==> config.mk <==
export PLATFORM = sky130hd
export DESIGN_NAME = en_benzer_bulucu
export DESIGN_NICKNAME = d
export VERILOG_FILES = /design/src/rtl/en_benzer_bulucu.sv
export SDC_FILE = /design/constraint.sdc
export NUM_CORES = 1
export LEC_CHECK = 0
export CAP_MARGIN = 20
export CORE_ASPECT_RATIO = 1.25
export CORE_MARGIN = 2
export CORE_UTILIZATION = 50
export DETAILED_ROUTE_END_ITERATION = 10
export PLACE_DENSITY = 0.8
export RECOVER_POWER = 100
export SETUP_SLACK_MARGIN = 0.1
export SYNTH_ARGS = -nofsm -noshare
export SYNTH_HDL_FRONTEND = slang
export SYNTH_HIERARCHICAL = 1
export SYNTH_SLANG_ARGS = --single-unit
==> constraint.sdc <==
create_clock -name clk -period 6.37 [get_ports clk]
set_input_delay 0.9555 -clock clk [delete_from_list [all_inputs] [get_ports clk]]
set_output_delay 0.9555 -clock clk [all_outputs]
set_load 0.01 [all_outputs]
==> src/rtl/en_benzer_bulucu.sv <==
// Streaming best-match search: scores each accepted candidate against a latched key and
// reports the best score, its index and a threshold match count. Optional macro: EXACT_STOP_EN.

module hammingbenzer16bit (
  input  logic [15:0] A,
  input  logic [15:0] B,
  output logic [4:0]  HB
);
  logic [15:0] eq_bits;

  genvar gi;
  generate
    for (gi = 0; gi < 16; gi++) begin : g_eq
      assign eq_bits[gi] = ~(A[gi] ^ B[gi]);
    end
  endgenerate

  always_comb begin
    HB = 5'd0;
    for (int i = 0; i < 16; i++) begin
      HB = HB + {4'd0, eq_bits[i]};
    end
  end
endmodule

module en_benzer_bulucu #(
  parameter int IDX_W = 8
) (
  input  logic             clk,
  input  logic             rst,
  input  logic             start,
  input  logic [15:0]      KEY,
  input  logic [4:0]       ESIK,
  input  logic             in_valid,
  output logic             in_ready,
  input  logic [15:0]      DATA,
  input  logic             in_last,
  output logic             busy,
  output logic             done,
  output logic [4:0]       BEST_HB,
  output logic [IDX_W-1:0] BEST_IDX,
  output logic [IDX_W-1:0] MATCH_CNT
);
  typedef enum logic [1:0] {IDLE, RUN, FINISH} state_t;

  state_t           state_q, state_d;
  logic [15:0]      key_q, key_d;
  logic [4:0]       best_hb_q, best_hb_d;
  logic [IDX_W-1:0] best_idx_q, best_idx_d;
  logic [IDX_W-1:0] match_cnt_q, match_cnt_d;
  logic [IDX_W-1:0] idx_q, idx_d;
  logic             first_q, first_d;

  logic [4:0] hb;
  logic       hs;
  logic       stop;

  hammingbenzer16bit u_hb (
    .A  (key_q),
    .B  (DATA),
    .HB (hb)
  );

  // in_ready is decoded from the state register only, so the handshake never loops back.
  assign hs = in_valid & (state_q == RUN);

`ifdef EXACT_STOP_EN
  assign stop = in_last | (hb == 5'd16);
`else
  assign stop = in_last;
`endif

  always_comb begin
    state_d     = state_q;
    key_d       = key_q;
    best_hb_d   = best_hb_q;
    best_idx_d  = best_idx_q;
    match_cnt_d = match_cnt_q;
    idx_d       = idx_q;
    first_d     = first_q;
    case (state_q)
      IDLE: begin
        if (start) begin
          key_d       = KEY;
          best_hb_d   = 5'd0;
          best_idx_d  = '0;
          match_cnt_d = '0;
          idx_d       = '0;
          first_d     = 1'b1;
          state_d     = RUN;
        end
      end
      RUN: begin
        if (hs) begin
          // Strict compare: ties keep the earlier index.
          if (first_q || (hb > best_hb_q)) begin
            best_hb_d  = hb;
            best_idx_d = idx_q;
          end
          if ((hb >= ESIK) && (match_cnt_q != {IDX_W{1'b1}})) begin
            match_cnt_d = match_cnt_q + IDX_W'(1);
          end
          idx_d   = idx_q + IDX_W'(1);
          first_d = 1'b0;
          if (stop || (idx_q == {IDX_W{1'b1}})) begin
            state_d = FINISH;
          end
        end
      end
      FINISH:  state_d = IDLE;
      default: state_d = IDLE;
    endcase
  end

  always_ff @(posedge clk or posedge rst) begin
    if (rst) begin
      state_q     <= IDLE;
      key_q       <= 16'd0;
      best_hb_q   <= 5'd0;
      best_idx_q  <= '0;
      match_cnt_q <= '0;
      idx_q       <= '0;
      first_q     <= 1'b0;
    end else begin
      state_q     <= state_d;
      key_q       <= key_d;
      best_hb_q   <= best_hb_d;
      best_idx_q  <= best_idx_d;
      match_cnt_q <= match_cnt_d;
      idx_q       <= idx_d;
      first_q     <= first_d;
    end
  end

  assign in_ready  = (state_q == RUN);
  assign busy      = (state_q != IDLE);
  assign done      = (state_q == FINISH);
  assign BEST_HB   = best_hb_q;
  assign BEST_IDX  = best_idx_q;
  assign MATCH_CNT = match_cnt_q;
endmodule
==> Implementation_results.wiki, run 1 <==
{| class="wikitable"
! Metric !! Value
|-
| Fin nets || 438
|-
| Hold Worst Slack || 0.477 ns
|-
| Leading cell type in the layout, fill and taps excluded || sky130_fd_sc_hd__nand2_1
|-
| Clock sink total || 48
|-
| Distinct cell type count after synthesis || 46
|-
| Via density per instance || 5.38
|-
| Aggregate global-route resource usage || 21.0%
|-
| Antenna violation net count after detailed routing || 0
|-
| Net count of the mapped netlist || 373
|-
| Finish-stage setup viols || 0
|-
| Critical path fanouts, max || 12
|-
| Worst reg-to-reg setup slack || 1.19 ns
|-
| Remaining routing DRC violations || 0
|-
| Drt wl/cell || 14.7 um
|-
| Master cell of the clock root buffer || sky130_fd_sc_hd__clkbuf_8
|-
| Core area || 5480 sq um
|-
| Non-filler cells, final || 434
|-
| Vias in the first global route || 2335
|-
| Minimum clock period after layout || 6.00 ns
|-
| Clock insertion delay at the later pin of the skew report || 0.30 ns
|-
| Weighted congestion reported at the end of routability-driven placement || 0.869
|-
| Synth warnings || 6
|-
| Setup total negative slack || 0 ns
|-
| Global-route wire length before repair || 10.5 mm
|-
| Overall via count from detail_route || 2333
|-
| Commonest register cell after synthesis || sky130_fd_sc_hd__dfrtp_1
|-
| Sequential area share after synthesis || 42.0%
|-
| Transition time at the pin with the least slew margin || 1.63 ns
|-
| Worst Path Arrival || 6.21 ns
|-
| Number of standard cells after synthesis || 304
|-
| Commonest cells after routing, fill and taps aside || 75 x sky130_fd_sc_hd__nand2_1, 48 x sky130_fd_sc_hd__dfrtp_1, 38 x sky130_fd_sc_hd__clkdlybuf4s50_1, 27 x sky130_fd_sc_hd__inv_1, 27 x sky130_fd_sc_hd__dlygate4sd3_1
|-
| M3 GR Usage || 2.62%
|-
| Maximum number of pins on one net before global-route repair || 49
|-
| Top cells by area, synth || sky130_fd_sc_hd__dfrtp_1 42%, sky130_fd_sc_hd__nand2_1 9.8%, sky130_fd_sc_hd__ha_1 7.4%
|-
| Total of hold buffers inserted after clock tree synthesis || 0
|-
| Share of flip-flops with an asynchronous set or reset after synthesis || 100%
|-
| DIE AREA || 6350 sq um
|-
| Largest area contributor in the netlist || sky130_fd_sc_hd__dfrtp_1
|-
| GRT met2 Usage || 36.5%
|-
| Final number of max-transition violations || 31
|-
| Synthesized area per cell || 9.42 sq um
|-
| Die extent in x || 71.7 um
|-
| Violations in the final reports || capacitance limit, slew limit
|-
| Cell area after synthesis || 2860 sq um
|-
| Number of antenna violations at the first check in global routing || 0
|-
| Worst Skew || 0.0126 ns
|-
| Final core utilization || 66.5%
|-
| Detailed-routing iteration count for the pre-antenna-repair pass || 6
|-
| Required time worst endpoint || 6.58 ns
|-
| CP Capture Type || register
|-
| RSZ-0062 raised after global routing || false
|-
| Met1 track demand over resource || 27.4%
|-
| CTS H-tree depth || 2
|-
| Port Buf Inserts || 65
|-
| Post-cts repair resize count || 0
|-
| Area growth from synthesis to final layout || 27.4%
|-
| Buffer levels on the longest clock path || 2
|-
| Number of diodes added for antenna fixing || 0
|-
| Start-to-end type of the worst setup path || in2reg
|-
| Number of synthesized flops with an enable pin || 0
|-
| Number of buffers added by the clock tree synthesis step || 5
|-
| Total Routed Length || 6.37 mm
|-
| Initial drt markers || 129
|-
| Number of placement rows || 30
|-
| Initial core utilization || 52.2%
|-
| TritonCTS clock tree || built
|-
| Number of top-level design ports || 66
|-
| Overflow left after global routing || 0
|-
| Cell count after placement || 425
|-
| FMAX || 167 MHz
|-
| Path class of the lowest-slack min-delay path || reg2reg
|-
| Overall die height || 88.6 um
|-
| DPL Wire Length || 4.79 mm
|-
| Post-CTS Setup Inserts || 0
|-
| Gr busiest metal || met2
|-
| Status || complete, but fails checks
|-
| Flop and latch count out of synthesis || 48
|-
| # Max-Cap Violations || 1
|-
| Share of the cycle needed by the critical path after routing || 94.1%
|-
| Clk slew on worst S/H paths || 0.09 ns
|-
| Proportion of netlist area held by the largest area contributor || 42.0%
|-
| Worst slew margin relative to its limit || -8.34%
|-
| Final hold viol count || 0
|-
| Share of cells above drive strength 1 || 4.86%
|-
| Kind of launch point of the worst setup path || primary input
|}
==> metrics by stage <==
step / setup slack, ns / cell area (sq um)
floorplan: 0.879 / 2860
global placement: 0.401 / 3560
detailed placement: 0.284 / 3560
CTS: 0.575 / 3650
global route: 0.206 / 3650
finish: 0.374 / 3650
==> logic make-up (layout without fill, tap and decap cells) <==
group                    Yosys count  count (layout)  share of synthesized area [%]
flip-flops                        48              48                           42.0
AND/OR/NAND/NOR                  123             123                           20.1
multiplexers                       3               3                           1.09
buffers and inverters             37             103                           5.33
adder cells (fa/ha/maj)           27              27                           14.4
XOR/XNOR                          21              21                           6.42
AO/OA/AOI/OAI                     45              45                           10.7
==> critical path: stages <==
cell and delay, ns:
sky130_fd_sc_hd__dlygate4sd3_1 0.55, sky130_fd_sc_hd__xnor2_1 0.18, sky130_fd_sc_hd__fa_1 0.56, sky130_fd_sc_hd__inv_1 0.06, sky130_fd_sc_hd__fa_1 0.52, sky130_fd_sc_hd__inv_1 0.05
sky130_fd_sc_hd__fa_1 0.50, sky130_fd_sc_hd__fa_1 0.55, sky130_fd_sc_hd__ha_1 0.17, sky130_fd_sc_hd__inv_1 0.06, sky130_fd_sc_hd__fa_1 0.39, sky130_fd_sc_hd__xnor2_1 0.18
sky130_fd_sc_hd__ha_1 0.31, sky130_fd_sc_hd__nand2_1 0.05, sky130_fd_sc_hd__o21ai_0 0.14, sky130_fd_sc_hd__a31oi_1 0.11, sky130_fd_sc_hd__buf_4 0.18, sky130_fd_sc_hd__or4_1 0.51
sky130_fd_sc_hd__o21ai_0 0.15
==> layer usage <==
| layer | vias up | part of all wire [%] |
|---|---|---|
| met1 | 1134 | 44 |
| met5 | - | 0 |
| met3 | 6 | 4.0 |
| li1 | 1144 | - |
| met4 | 0 | 1.1 |
| met2 | 49 | 50 |
==> registers in the layout, summed over array words and instances, names as in the netlist <==
name	cells
BEST_HB	5
BEST_IDX	8
MATCH_CNT	8
first_q	1
idx_q	8
key_q	16
state_q	2
==> synthesized netlist by cell type (2+ instances only) <==
library cell	instances
sky130_fd_sc_hd__a21o_1	3
sky130_fd_sc_hd__a21oi_1	4
sky130_fd_sc_hd__a22o_1	6
sky130_fd_sc_hd__and2_1	3
sky130_fd_sc_hd__and3_1	2
sky130_fd_sc_hd__buf_2	2
sky130_fd_sc_hd__buf_4	3
sky130_fd_sc_hd__clkbuf_1	5
sky130_fd_sc_hd__dfrtp_1	48
sky130_fd_sc_hd__fa_1	10
sky130_fd_sc_hd__ha_1	17
sky130_fd_sc_hd__inv_1	26
sky130_fd_sc_hd__mux2i_1	2
sky130_fd_sc_hd__nand2_1	75
sky130_fd_sc_hd__nand2b_1	2
sky130_fd_sc_hd__nand3_1	8
sky130_fd_sc_hd__nand4_1	4
sky130_fd_sc_hd__nor2_1	11
sky130_fd_sc_hd__nor2b_1	3
sky130_fd_sc_hd__nor3_2	3
sky130_fd_sc_hd__nor4_1	2
sky130_fd_sc_hd__o211ai_1	2
sky130_fd_sc_hd__o21ai_0	7
sky130_fd_sc_hd__o21ai_1	9
sky130_fd_sc_hd__o311ai_0	2
sky130_fd_sc_hd__o31ai_1	4
sky130_fd_sc_hd__or4_1	3
sky130_fd_sc_hd__xnor2_1	17
sky130_fd_sc_hd__xor2_1	4
==> path summary, 6_finish.rpt <==
kind / cells after the start / from / end
max: 19 / DATA[0] / MATCH_CNT[3]
min: 2 / BEST_IDX[6] / BEST_IDX[6]
max reg2reg: 18 / key_q[0] / MATCH_CNT[3]
min reg2reg: 2 / BEST_IDX[6] / BEST_IDX[6]
max in group asynchronous: 3 / rst / MATCH_CNT[3]
min in group asynchronous: 2 / rst / BEST_HB[0]
==> area by class of cell <==
cell class	count	area, sq um
fill	443	1830
multi-input combinational	219	1500
sequential	48	1200
timing repair buffer	68	669
inverter	27	101
clock buffer	6	82.6
tap	64	80.1
clock inverter	2	10.0
Power of run 1 is not shown: default switching activity piles up to over one toggle a cycle in this logic, so the estimate is an artifact.
==> run 2: changes to the inputs <==
--- a/config.mk
+++ b/config.mk
@@ -8,9 +8,9 @@
 export CAP_MARGIN = 20
 export CORE_ASPECT_RATIO = 1.25
 export CORE_MARGIN = 2
-export CORE_UTILIZATION = 50
+export CORE_UTILIZATION = 40
 export DETAILED_ROUTE_END_ITERATION = 10
-export PLACE_DENSITY = 0.8
+export PLACE_DENSITY = 0.66
 export RECOVER_POWER = 100
 export SETUP_SLACK_MARGIN = 0.1
 export SYNTH_ARGS = -nofsm -noshare
==> Implementation_results.wiki, run 2 (synthesis results as in run 1) <==
{| class="wikitable"
! Metric !! Value
|-
| Initial drt markers || 75 (-42%)
|-
| Post-cts repair resize count || 0 (unchanged)
|-
| Path class of the lowest-slack min-delay path || reg2reg
|-
| RSZ-0062 raised after global routing || false
|-
| Final worst slack || 0.489 ns (+0.115 ns)
|-
| Number of diodes added for antenna fixing || 0 (unchanged)
|-
| Initial core utilization || 41.3% (-11 points)
|-
| CP Capture Type || register
|-
| Violations in the final reports || capacitance limit, slew limit
|-
| Share of cells above drive strength 1 || 4.59% (-0.27 points)
|-
| Area growth from synthesis to final layout || 28.3%
|-
| Overall die height || 98.6 um (+11%)
|-
| Clock sink total || 48 (unchanged)
|-
| Setup total negative slack || 0 ns (unchanged)
|-
| Slowest Stage Delay on Critical Path || 0.55 ns (about the same)
|-
| Maximum number of pins on one net before global-route repair || 49 (unchanged)
|-
| Overflow left after global routing || 0 (unchanged)
|-
| Post-placement setup slack || 0.346 ns (+0.0619 ns)
|-
| CTS H-tree depth || 2 (unchanged)
|-
| Number of buffers added by the clock tree synthesis step || 5 (unchanged)
|-
| Final number of max-transition violations || 40 (+29%)
|-
| Commonest cells after routing, fill and taps aside || 75 x sky130_fd_sc_hd__nand2_1, 48 x sky130_fd_sc_hd__dfrtp_1, 39 x sky130_fd_sc_hd__clkdlybuf4s50_1, 27 x sky130_fd_sc_hd__inv_1, 26 x sky130_fd_sc_hd__dlygate4sd3_1
|-
| Worst Skew || 0.0141 ns (+0.00154 ns)
|-
| Overall via count from detail_route || 2311 (-0.94%)
|-
| Kind of launch point of the worst setup path || primary input
|-
| Clock insertion delay at the later pin of the skew report || 0.30 ns (about the same)
|-
| Weighted congestion reported at the end of routability-driven placement || 0.790 (-9.1%)
|-
| Cell count after placement || 451 (+6.1%)
|-
| Critical path fanouts, max || 12 (unchanged)
|-
| Buffer levels on the longest clock path || 2 (unchanged)
|-
| FMAX || 170 MHz (+2.0%)
|-
| Aggregate global-route resource usage || 17.1% (-3.8 points)
|-
| Total Routed Length || 6.39 mm (+0.41%)
|-
| Required time worst endpoint || 6.57 ns (about the same)
|-
| Flip-flop count of the largest register after layout || 16 (unchanged)
|-
| Most repeated library cell on the critical path || sky130_fd_sc_hd__fa_1
|-
| Post-CTS Setup Inserts || 0 (unchanged)
|-
| Fin nets || 438 (unchanged)
|-
| Worst Path Arrival || 6.08 ns (-0.13 ns)
|-
| Top delay family on crit path || adder cells
|-
| TritonCTS clock tree || built
|-
| Via density per instance || 5.02 (-6.5%)
|-
| DPL Wire Length || 4.84 mm (+1.2%)
|-
| Core area || 6930 sq um (+27%)
|-
| Register with the highest flop count || key_q
|-
| Total of hold buffers inserted after clock tree synthesis || 0 (unchanged)
|-
| Minimum clock period after layout || 5.88 ns (-0.115 ns)
|-
| Global-route wire length before repair || 10.8 mm (+3.2%)
|-
| Number of placement rows || 34 (+13%)
|-
| Status || complete, but fails checks
|-
| Number of antenna violations at the first check in global routing || 0 (unchanged)
|-
| Number of top-level design ports || 66 (unchanged)
|-
| DIE AREA || 7850 sq um (+24%)
|-
| Antenna violation net count after detailed routing || 0 (unchanged)
|-
| Leading cell type in the layout, fill and taps excluded || sky130_fd_sc_hd__nand2_1
|-
| Non-filler cells, final || 460 (+6.0%)
|-
| Detailed-routing iteration count for the pre-antenna-repair pass || 4 (-2)
|-
| Count of buffering cells on the critical path with inverters included || 5 (unchanged)
|-
| Final core utilization || 53.0% (-14 points)
|-
| Start-to-end type of the worst setup path || in2reg
|-
| Remaining routing DRC violations || 0 (unchanged)
|-
| Share of the cycle needed by the critical path after routing || 92.3% (-1.8 points)
|-
| # Max-Cap Violations || 1 (unchanged)
|-
| Worst slew margin relative to its limit || -38.3% (-30 points)
|-
| Port Buf Inserts || 65 (unchanged)
|-
| Final hold viol count || 0 (unchanged)
|-
| Drt wl/cell || 13.9 um (-5.3%)
|-
| Clk slew on worst S/H paths || 0.10 ns (about the same)
|-
| Die extent in x || 79.7 um (+11%)
|-
| Master cell of the clock root buffer || sky130_fd_sc_hd__clkbuf_8
|-
| Finish-stage setup viols || 0 (unchanged)
|-
| Worst path cell trace || clkdlybuf4s50_1 -> xnor2_1 -> fa_1 -> inv_1 -> fa_1 -> inv_1 -> fa_1 -> fa_1 -> ha_1 -> inv_1 -> fa_1 -> xnor2_1 -> ha_1 -> a21oi_1 -> o21ai_1 -> a31oi_1 -> clkbuf_1 -> nor3b_1 -> mux2_2
|-
| Transition time at the pin with the least slew margin || 2.07 ns (+0.449 ns)
|-
| Master of the slowest instance on the critical path || sky130_fd_sc_hd__fa_1
|-
| Vias in the first global route || 2355 (+0.86%)
|}
run 2: tightest hold or removal path, stage by stage, from the launching register on:
cell and delay, ns:
sky130_fd_sc_hd__dfrtp_1 0.35, sky130_fd_sc_hd__nand2_1 0.05, sky130_fd_sc_hd__o31ai_1 0.05
run 2: routing by layer:
metal,vias to the layer above,track usage [%],part of all wire (%)
met1,1122,23.5,46
met2,47,28.2,49
met3,4,2.56,3.0
met4,0,4.77,1.1
met5,-,0,0
li1,1138,-,-
run 2: stage by stage:
stage / area [sq um] / hold slack, ns
after floorplan: 2860 / 0.447
after global placement: 3590 / 0.462
after detailed placement: 3590 / 0.466
after CTS: 3680 / 0.491
after global routing: 3670 / 0.534
final: 3670 / 0.479
run 2: final cells by class:
| type | count | area (sq um) |
|---|---|---|
| Clock buffer | 5 | 68.8 |
| Clock inverter | 3 | 23.8 |
| Fill cell | 648 | 3260 |
| Inverter | 27 | 101 |
| Multi-Input combinational cell | 219 | 1500 |
| Sequential cell | 48 | 1200 |
| Tap cell | 90 | 113 |
| Timing Repair Buffer | 68 | 663 |
run 2: path summary, 6_finish.rpt:
path,start,endpoint,slack (ns),depth (start not counted)
worst min-delay path,BEST_IDX[1],BEST_IDX[1],0.48,2
worst max-delay path,DATA[0],MATCH_CNT[0],0.49,19
max in group asynchronous,rst,key_q[2],3.01,3
worst min register to register,BEST_IDX[1],BEST_IDX[1],0.48,2
min in group asynchronous,rst,key_q[6],1.08,2
worst max register to register,key_q[0],MATCH_CNT[0],1.18,18
Power of run 2 is left out for the same reason.
==> run 3: changes to the inputs <==
--- a/config.mk
+++ b/config.mk
@@ -6,7 +6,6 @@
 export NUM_CORES = 1
 export LEC_CHECK = 0
 export CAP_MARGIN = 20
-export CORE_ASPECT_RATIO = 1.25
 export CORE_MARGIN = 2
 export CORE_UTILIZATION = 40
 export DETAILED_ROUTE_END_ITERATION = 10
==> Implementation_results.wiki, run 3 (synthesis results as in run 1) <==
{| class="wikitable"
! Metric !! Value
|-
| Number of diodes added for antenna fixing || 0 (unchanged)
|-
| Detailed-routing iteration count for the pre-antenna-repair pass || 4 (unchanged)
|-
| Finish-stage setup viols || 0 (unchanged)
|-
| Aggregate global-route resource usage || 16.8% (-0.40 points)
|-
| Setup total negative slack || 0 ns (unchanged)
|-
| Commonest cells after routing, fill and taps aside || 75 x sky130_fd_sc_hd__nand2_1, 48 x sky130_fd_sc_hd__dfrtp_1, 38 x sky130_fd_sc_hd__clkdlybuf4s50_1, 27 x sky130_fd_sc_hd__inv_1, 27 x sky130_fd_sc_hd__dlygate4sd3_1
|-
| Initial core utilization || 41.7% (+0.39 points)
|-
| Path class of the lowest-slack min-delay path || reg2reg
|-
| Start-to-end type of the worst setup path || in2reg
|-
| Core area || 6870 sq um (-0.94%)
|-
| Number of top-level design ports || 66 (unchanged)
|-
| Required time worst endpoint || 6.61 ns (+0.04 ns)
|-
| Clock sink total || 48 (unchanged)
|-
| Area growth from synthesis to final layout || 28.8%
|-
| Slowest Stage Delay on Critical Path || 0.55 ns (about the same)
|-
| Cell count after placement || 457 (+1.3%)
|-
| Global-route wire length before repair || 10.2 mm (-6.0%)
|-
| Worst reg-to-reg setup slack || 1.28 ns (+0.10 ns)
|-
| Clock insertion delay at the later pin of the skew report || 0.30 ns (about the same)
|-
| Master cell of the clock root buffer || sky130_fd_sc_hd__clkbuf_8
|-
| Initial drt markers || 116 (+55%)
|-
| Leading cell type in the layout, fill and taps excluded || sky130_fd_sc_hd__nand2_1
|-
| Total Routed Length || 6.26 mm (-2.0%)
|-
| Kind of launch point of the worst setup path || primary input
|-
| Via density per instance || 4.89 (-2.6%)
|-
| Port Buf Inserts || 65 (unchanged)
|-
| Remaining routing DRC violations || 0 (unchanged)
|-
| Register with the highest flop count || key_q
|-
| Hold Worst Slack || 0.478 ns (-0.000927 ns)
|-
| CTS H-tree depth || 2 (unchanged)
|-
| Capturing point of the worst reg2reg path || MATCH_CNT[3]
|-
| Overall die height || 88.6 um (-10%)
|-
| Worst slew margin relative to its limit || -4.80% (+33 points)
|-
| Overflow left after global routing || 0 (unchanged)
|-
| Worst Path Arrival || 6.14 ns (+0.06 ns)
|-
| Die extent in x || 88.6 um (+11%)
|-
| # Max-Cap Violations || 1 (unchanged)
|-
| Final number of max-transition violations || 30 (-25%)
|-
| Flip-flop count of the largest register after layout || 16 (unchanged)
|-
| Non-filler cells, final || 466 (+1.3%)
|-
| Minimum clock period after layout || 5.90 ns (+0.0157 ns)
|-
| Master of the slowest instance on the critical path || sky130_fd_sc_hd__dlygate4sd3_1
|-
| Number of buffers added by the clock tree synthesis step || 5 (unchanged)
|-
| Most repeated library cell on the critical path || sky130_fd_sc_hd__fa_1
|-
| Antenna violation net count after detailed routing || 0 (unchanged)
|-
| Fin nets || 438 (unchanged)
|-
| Violations in the final reports || capacitance limit, slew limit
|-
| Hold path depth || 2 (unchanged)
|-
| Drt wl/cell || 13.4 um (-3.3%)
|-
| Launch point of the worst hold path || BEST_IDX[1]
|-
| Post-cts repair resize count || 0 (unchanged)
|-
| Startpoint of the most critical register-to-register path || key_q[0]
|-
| Share of cells above drive strength 1 || 4.86% (+0.27 points)
|-
| Final core utilization || 53.7% (+0.70 points)
|-
| Buffer levels on the longest clock path || 2 (unchanged)
|-
| Worst path cell trace || dlygate4sd3_1 -> xnor2_1 -> fa_1 -> inv_1 -> fa_1 -> inv_1 -> fa_1 -> fa_1 -> ha_1 -> inv_1 -> fa_1 -> xnor2_1 -> ha_1 -> nand2_1 -> o21ai_0 -> a31oi_1 -> buf_4 -> or4_1 -> o21ai_1
|-
| Maximum number of pins on one net before global-route repair || 49 (unchanged)
|-
| Sink of the worst hold path || BEST_IDX[1]
|-
| FMAX || 170 MHz (-0.27%)
|-
| Weighted congestion reported at the end of routability-driven placement || 0.847 (+7.2%)
|-
| DPL Wire Length || 4.78 mm (-1.4%)
|-
| Final hold viol count || 0 (unchanged)
|-
| Overall via count from detail_route || 2281 (-1.3%)
|-
| Number of placement rows || 30 (-12%)
|-
| TritonCTS clock tree || built
|-
| Status || complete, but fails checks
|-
| Count of cells along the worst register-to-register path || 18 (unchanged)
|-
| DIE AREA || 7850 sq um (about the same)
|-
| RSZ-0062 raised after global routing || false
|-
| CP Capture Type || register
|-
| Critical path fanouts, max || 12 (unchanged)
|-
| Share of the cycle needed by the critical path after routing || 92.6% (+0.25 points)
|-
| Clk slew on worst S/H paths || 0.10 ns (about the same)
|-
| Vias in the first global route || 2224 (-5.6%)
|-
| Transition time at the pin with the least slew margin || 1.57 ns (-0.502 ns)
|-
| Worst Skew || 0.00597 ns (-0.00817 ns)
|-
| Number of antenna violations at the first check in global routing || 0 (unchanged)
|-
| Post-CTS Setup Inserts || 0 (unchanged)
|-
| Total of hold buffers inserted after clock tree synthesis || 0 (unchanged)
|}
run 3: layer usage:
metal	vias to the layer above	track usage, %	routed length (um)
li1	1141	-	-
met1	1083	22.0	2850
met2	51	28.9	3080
met3	6	2.71	262
met4	0	4.27	64
met5	-	0	0
run 3: cell type report:
cell class,instances,area [sq um]
Clock buffer,5,68.8
Fill cell,635,3180
Timing Repair Buffer,68,669
Multi-Input combinational cell,219,1500
Inverter,27,101
Clock inverter,3,23.8
Sequential cell,48,1200
Tap cell,96,120
run 3: critical path: cells and delay by family:
family | cells | cell delay (ns)
AO/OA/AOI/OAI | 3 | 0.40
XOR/XNOR | 2 | 0.34
adder cells (fa/ha/maj) | 7 | 2.99
buffers and inverters | 5 | 0.91
AND/OR/NAND/NOR | 2 | 0.54
run 3: worst max-delay path by stage:
stage                        from  cells after the start           end  slack, ns
after floorplan           DATA[0]                     18  MATCH_CNT[0]       0.88
after global placement    DATA[0]                     19  MATCH_CNT[3]       0.41
after detailed placement  DATA[0]                     19  MATCH_CNT[3]       0.30
after CTS                 DATA[0]                     19  MATCH_CNT[3]       0.62
after global routing      DATA[0]                     19  MATCH_CNT[4]       0.23
final                     DATA[0]                     19  MATCH_CNT[3]       0.47
run 3: stage by stage:
step	worst slack, ns	cell area, sq um
2_1_floorplan	0.879	2860
3_3_place_gp	0.406	3600
3_5_place_dp	0.301	3600
4_1_cts	0.623	3690
5_1_grt	0.231	3690
6_report	0.473	3690
Power of run 3 is left out for the same reason.
==> RTL edit 1, RTL diff (settings of run 2) <==
Encoding of `state_t`: now one-hot (3 bits for 3 states).
--- a/src/rtl/en_benzer_bulucu.sv
+++ b/src/rtl/en_benzer_bulucu.sv
@@ -43,3 +43,3 @@
 );
-  typedef enum logic [1:0] {IDLE, RUN, FINISH} state_t;
+  typedef enum logic [2:0] {IDLE = 3'b001, RUN = 3'b010, FINISH = 3'b100} state_t;
 
Formal check against the unedited RTL: same outputs for any inputs over 4 cycles, from zero or initial values and one cycle with rst high; so few cycles prove little.
==> RTL edit 1 against run 2 <==
- the flow still finishes with violations (capacitance limit, slew limit)
- sequential cell count is 1 higher
- worst setup slack improved by 0.031 ns
- fmax increased by 0.53%
- synthesized area increased by 5.0%
- design area is 4.1% higher
- die area up 4.8%
- wire length grew 1.4%
Power is not shown: default switching activity piles up to over one toggle a cycle in this logic, so the estimate is an artifact.
==> RTL edit 1: results <==
outcome:
  status: "finished, violations left"
  violations: "capacitance limit, slew limit"
global_routing:
  grt_pass1_vias: 2443
  grt_usage_pct: 17.65
  grt_pass1_wl_mm: 11.37
  grt_max_degree: 50
routing:
  wl_met1_mm: 2.807
  drt-vias-per-instance: 4.934
  met3WireLength_um: 190
  drt_wl_total_mm: 6.483
timing:
  fin_skew_ns: 0.008118
  tightest_slew_ns: 1.520
  drv_slew: 29
  fin_ws_ns: 0.5200
  whs_ns: 0.4997
placed_design:
  pre_cts_ws_ns: 0.1975
  post-place-cells: 463
synthesis:
  yosysSeqAreaShare_pct: 40.84
  syn_nets: 385
  synth.top_cells.by_count: "nand2_1, dfrtp_1, inv_1"
  synth_cells: 316
  ys_types: 47
critical_path:
  cp-endpoint: "BEST_HB[2]"
  cp_max_fo: 5
cells_and_area:
  fillers: 707
  num-nets-final: 448
  drive_gt1_share_pct: 4.211
job:
  maxCapViolCount: 1
[RTL edit 1: critical path, cell delays in order]
cell and delay (ns):
clkdlybuf4s50_1 0.42, xnor2_1 0.15, fa_1 0.53, inv_1 0.06, fa_1 0.53, inv_1 0.05
fa_1 0.50, fa_1 0.55, ha_1 0.16, inv_1 0.05, fa_1 0.39, nor2b_1 0.13
o21a_1 0.20, ha_1 0.26, and3_1 0.18, o21ai_0 0.07, a32oi_1 0.11, o31ai_4 0.21
clkbuf_1 0.33, mux2i_1 0.23
[RTL edit 1: logic make-up (layout without fill, tap and decap cells)]
logic type	Yosys count	count (layout)	synth area share, %
simple gates	125	125	18.94
buf+inv	47	111	6.869
fa+ha+maj	27	27	13.74
flops	49	49	40.84
compound gates	30	30	7.952
xor+xnor	24	24	6.994
mux	14	14	4.663
[RTL edit 1: layout make-up]
class                      instances  share of cell area (%)
sequential                        49                   32.10
multi-input combinational        220                   40.90
timing repair buffer              69                   17.44
tap                               92                   3.010
clock buffer                       6                   2.160
clock inverter                     2                  0.9817
inverter                          34                   3.403
[RTL edit 1: how the worst min path moves through the flow]
stage	cells past startpoint	endpoint	from
floorplan	2	key_q[14]	key_q[14]
CTS	2	key_q[15]	key_q[15]
finish	2	key_q[15]	key_q[15]
global route	2	key_q[10]	key_q[10]
detailed placement	2	key_q[14]	key_q[14]
global placement	2	key_q[13]	key_q[13]
[RTL edit 1: metal layers]
metal | global-route usage, % | vias to the layer above
li1 | - | 1153
met1 | 22.90 | 1136
met2 | 29.82 | 35
met3 | 2.778 | 5
met4 | 5.606 | 0
met5 | 0 | -
[RTL edit 1: per-stage QoR]
stage                     cell area (um^2)  util (%)
after floorplan                       3005         -
after global placement                3732     51.04
after detailed placement              3732     51.04
after CTS                             3852     52.68
after global routing                  3824     52.28
final                                 3824     52.28
==> RTL edit 2, RTL diff (settings of run 2) <==
Without the edit above. Change the parameter `IDX_W` from 8 to 7.
--- a/src/rtl/en_benzer_bulucu.sv
+++ b/src/rtl/en_benzer_bulucu.sv
@@ -26,3 +26,3 @@
 module en_benzer_bulucu #(
-  parameter int IDX_W = 8
+  parameter int IDX_W = 7
 ) (
Ports: changed (resized BEST_IDX and MATCH_CNT); port bits go from 66 to 64. No check against the original RTL was run, so the function may have changed too.
==> RTL edit 2 against run 2 <==
- the flow still finishes with violations (capacitance limit, slew limit)
- critical path depth fell by 1
- worst setup slack improved by 0.036 ns
- wire length fell by 11%
- design area fell by 3.1%
- non-clock buffer count fell by 4
- hold slack improved by 0.020 ns
- sequential cell count fell by 3
- critical endpoint is now MATCH_CNT[4]
- synthesized area fell by 2.6%
Power is not shown: default switching activity piles up to over one toggle a cycle in this logic, so the estimate is an artifact.
==> RTL edit 2: results <==
outcome:
  status: "finished, violations left"
  violations: "capacitance limit, slew limit"
clocking:
  clkTransAtPathRegs_ns: 0.08
  cts-root-buf: "clkbuf_8"
  cts_hold_buf: 0
  cts_inserted_buffers: 5
  post_cts_resized: 0
  clock_latency_ns: 0.30
  cts_setup_buffers: 0
critical_path:
  worstReg2RegStart: "key_q[1]"
  crit_path_top_delay_cell: "fa_1"
  r2r_end: "MATCH_CNT[4]"
  startpoint: "DATA[0]"
  max_stage_delay_ns: 0.55
  cp_max_fo: 7
  crit_family: "adder cells"
  ff2ff_setup_slack_ns: 1.22
  ff2ff_path_depth: 17
cells_and_area:
  diodes: 0
  drive_gt1_share_pct: 3.966
  fillers: 653
  num-nets-final: 421
timing:
  drv_slew: 46
  finalCriticalPeriod_ns: 5.845
  tightest_slew_ns: 2.393
  fin_skew_ns: 0.007931
routing:
  drt-vias-per-instance: 4.682
  drt_wl_total_mm: 5.678
  dr.first_iter.drc_count: 82
  drt-pass1-iter-count: 4
  wl_per_cell_um: 12.82
synthesis:
  ys_types: 39
  ys.flop_type: "dfrtp_1"
  syn_nets: 359
  yosysSeqAreaShare_pct: 40.38
  synth.top_cells.by_count: "nand2_1, dfrtp_1, inv_1"
  synthTopCellsByArea: "dfrtp_1, nand2_1, ha_1"
  async_flop_share_pct: 100.0
  avgSynthCellArea_um2: 9.617
placed_design:
  post-place-cells: 435
  place.gp.congestion: 0.7983
  place_hpwl_mm: 4.279
  io_buffers: 63
  place_area_mm2: 0.003480
  pre_cts_ws_ns: 0.1931
global_routing:
  grt_pass1_wl_mm: 10.30
  grt_usage_pct: 16.58
  grt_pass1_vias: 2151
  grt_max_degree: 46
  antenna_found_initial: 0
job:
  maxCapViolCount: 1
hold_path:
  hp-class: "reg -> reg"
[RTL edit 2: changes by cell type after synthesis, sizes merged, moves of 3 or more]
cell	run 2	this run
nand2	76	79
o21a	1	4
mux2i	2	14
xor2	4	9
o31ai	4	0
or4	3	0
xnor2	17	14
o21ai	16	6
a22o	6	0
nand3	8	4
inv	27	33
o211ai	3	0
dfrtp	48	45
[RTL edit 2: routing by layer]
metal  global-route usage (%)  part of all wire (%)  vias to the layer above
li1                         -                     -                     1057
met1                    24.39                    49                      973
met2                    25.38                    47                       38
met3                    2.695                   3.1                        6
met4                    4.453                   1.3                        0
met5                        0                     0                        -
[RTL edit 2: how the worst min path moves through the flow]
| stage | depth (start not counted) | to | from | slack (ns) |
|---|---|---|---|---|
| floorplan | 2 | key_q[14] | key_q[14] | 0.47 |
| global placement | 2 | key_q[9] | key_q[9] | 0.48 |
| detailed placement | 2 | key_q[9] | key_q[9] | 0.48 |
| CTS | 2 | key_q[8] | key_q[8] | 0.51 |
| global route | 2 | key_q[5] | key_q[5] | 0.53 |
| finish | 2 | key_q[5] | key_q[5] | 0.50 |
[RTL edit 2: layout make-up]
class                   instances  area [um^2]  share of cell area, %
flip-flops and latches         45         1126                  31.65
multi-input cells             203         1450                  40.75
inverters                      33        123.9                  3.481
repair buffers                 64        634.4                  17.83
clock buffers                   6        72.57                  2.039
well taps                      90        112.6                  3.165
clock inverters                 2        38.79                  1.090
[RTL edit 2: kinds of logic after synthesis]
| family | count (synthesis) | share of synthesized area, % |
|---|---|---|
| buf+inv | 42 | 6.595 |
| mux | 14 | 5.025 |
| flops | 45 | 40.38 |
| fa+ha+maj | 27 | 14.80 |
| xor+xnor | 23 | 7.223 |
| compound gates | 28 | 8.434 |
| simple gates | 111 | 17.54 |
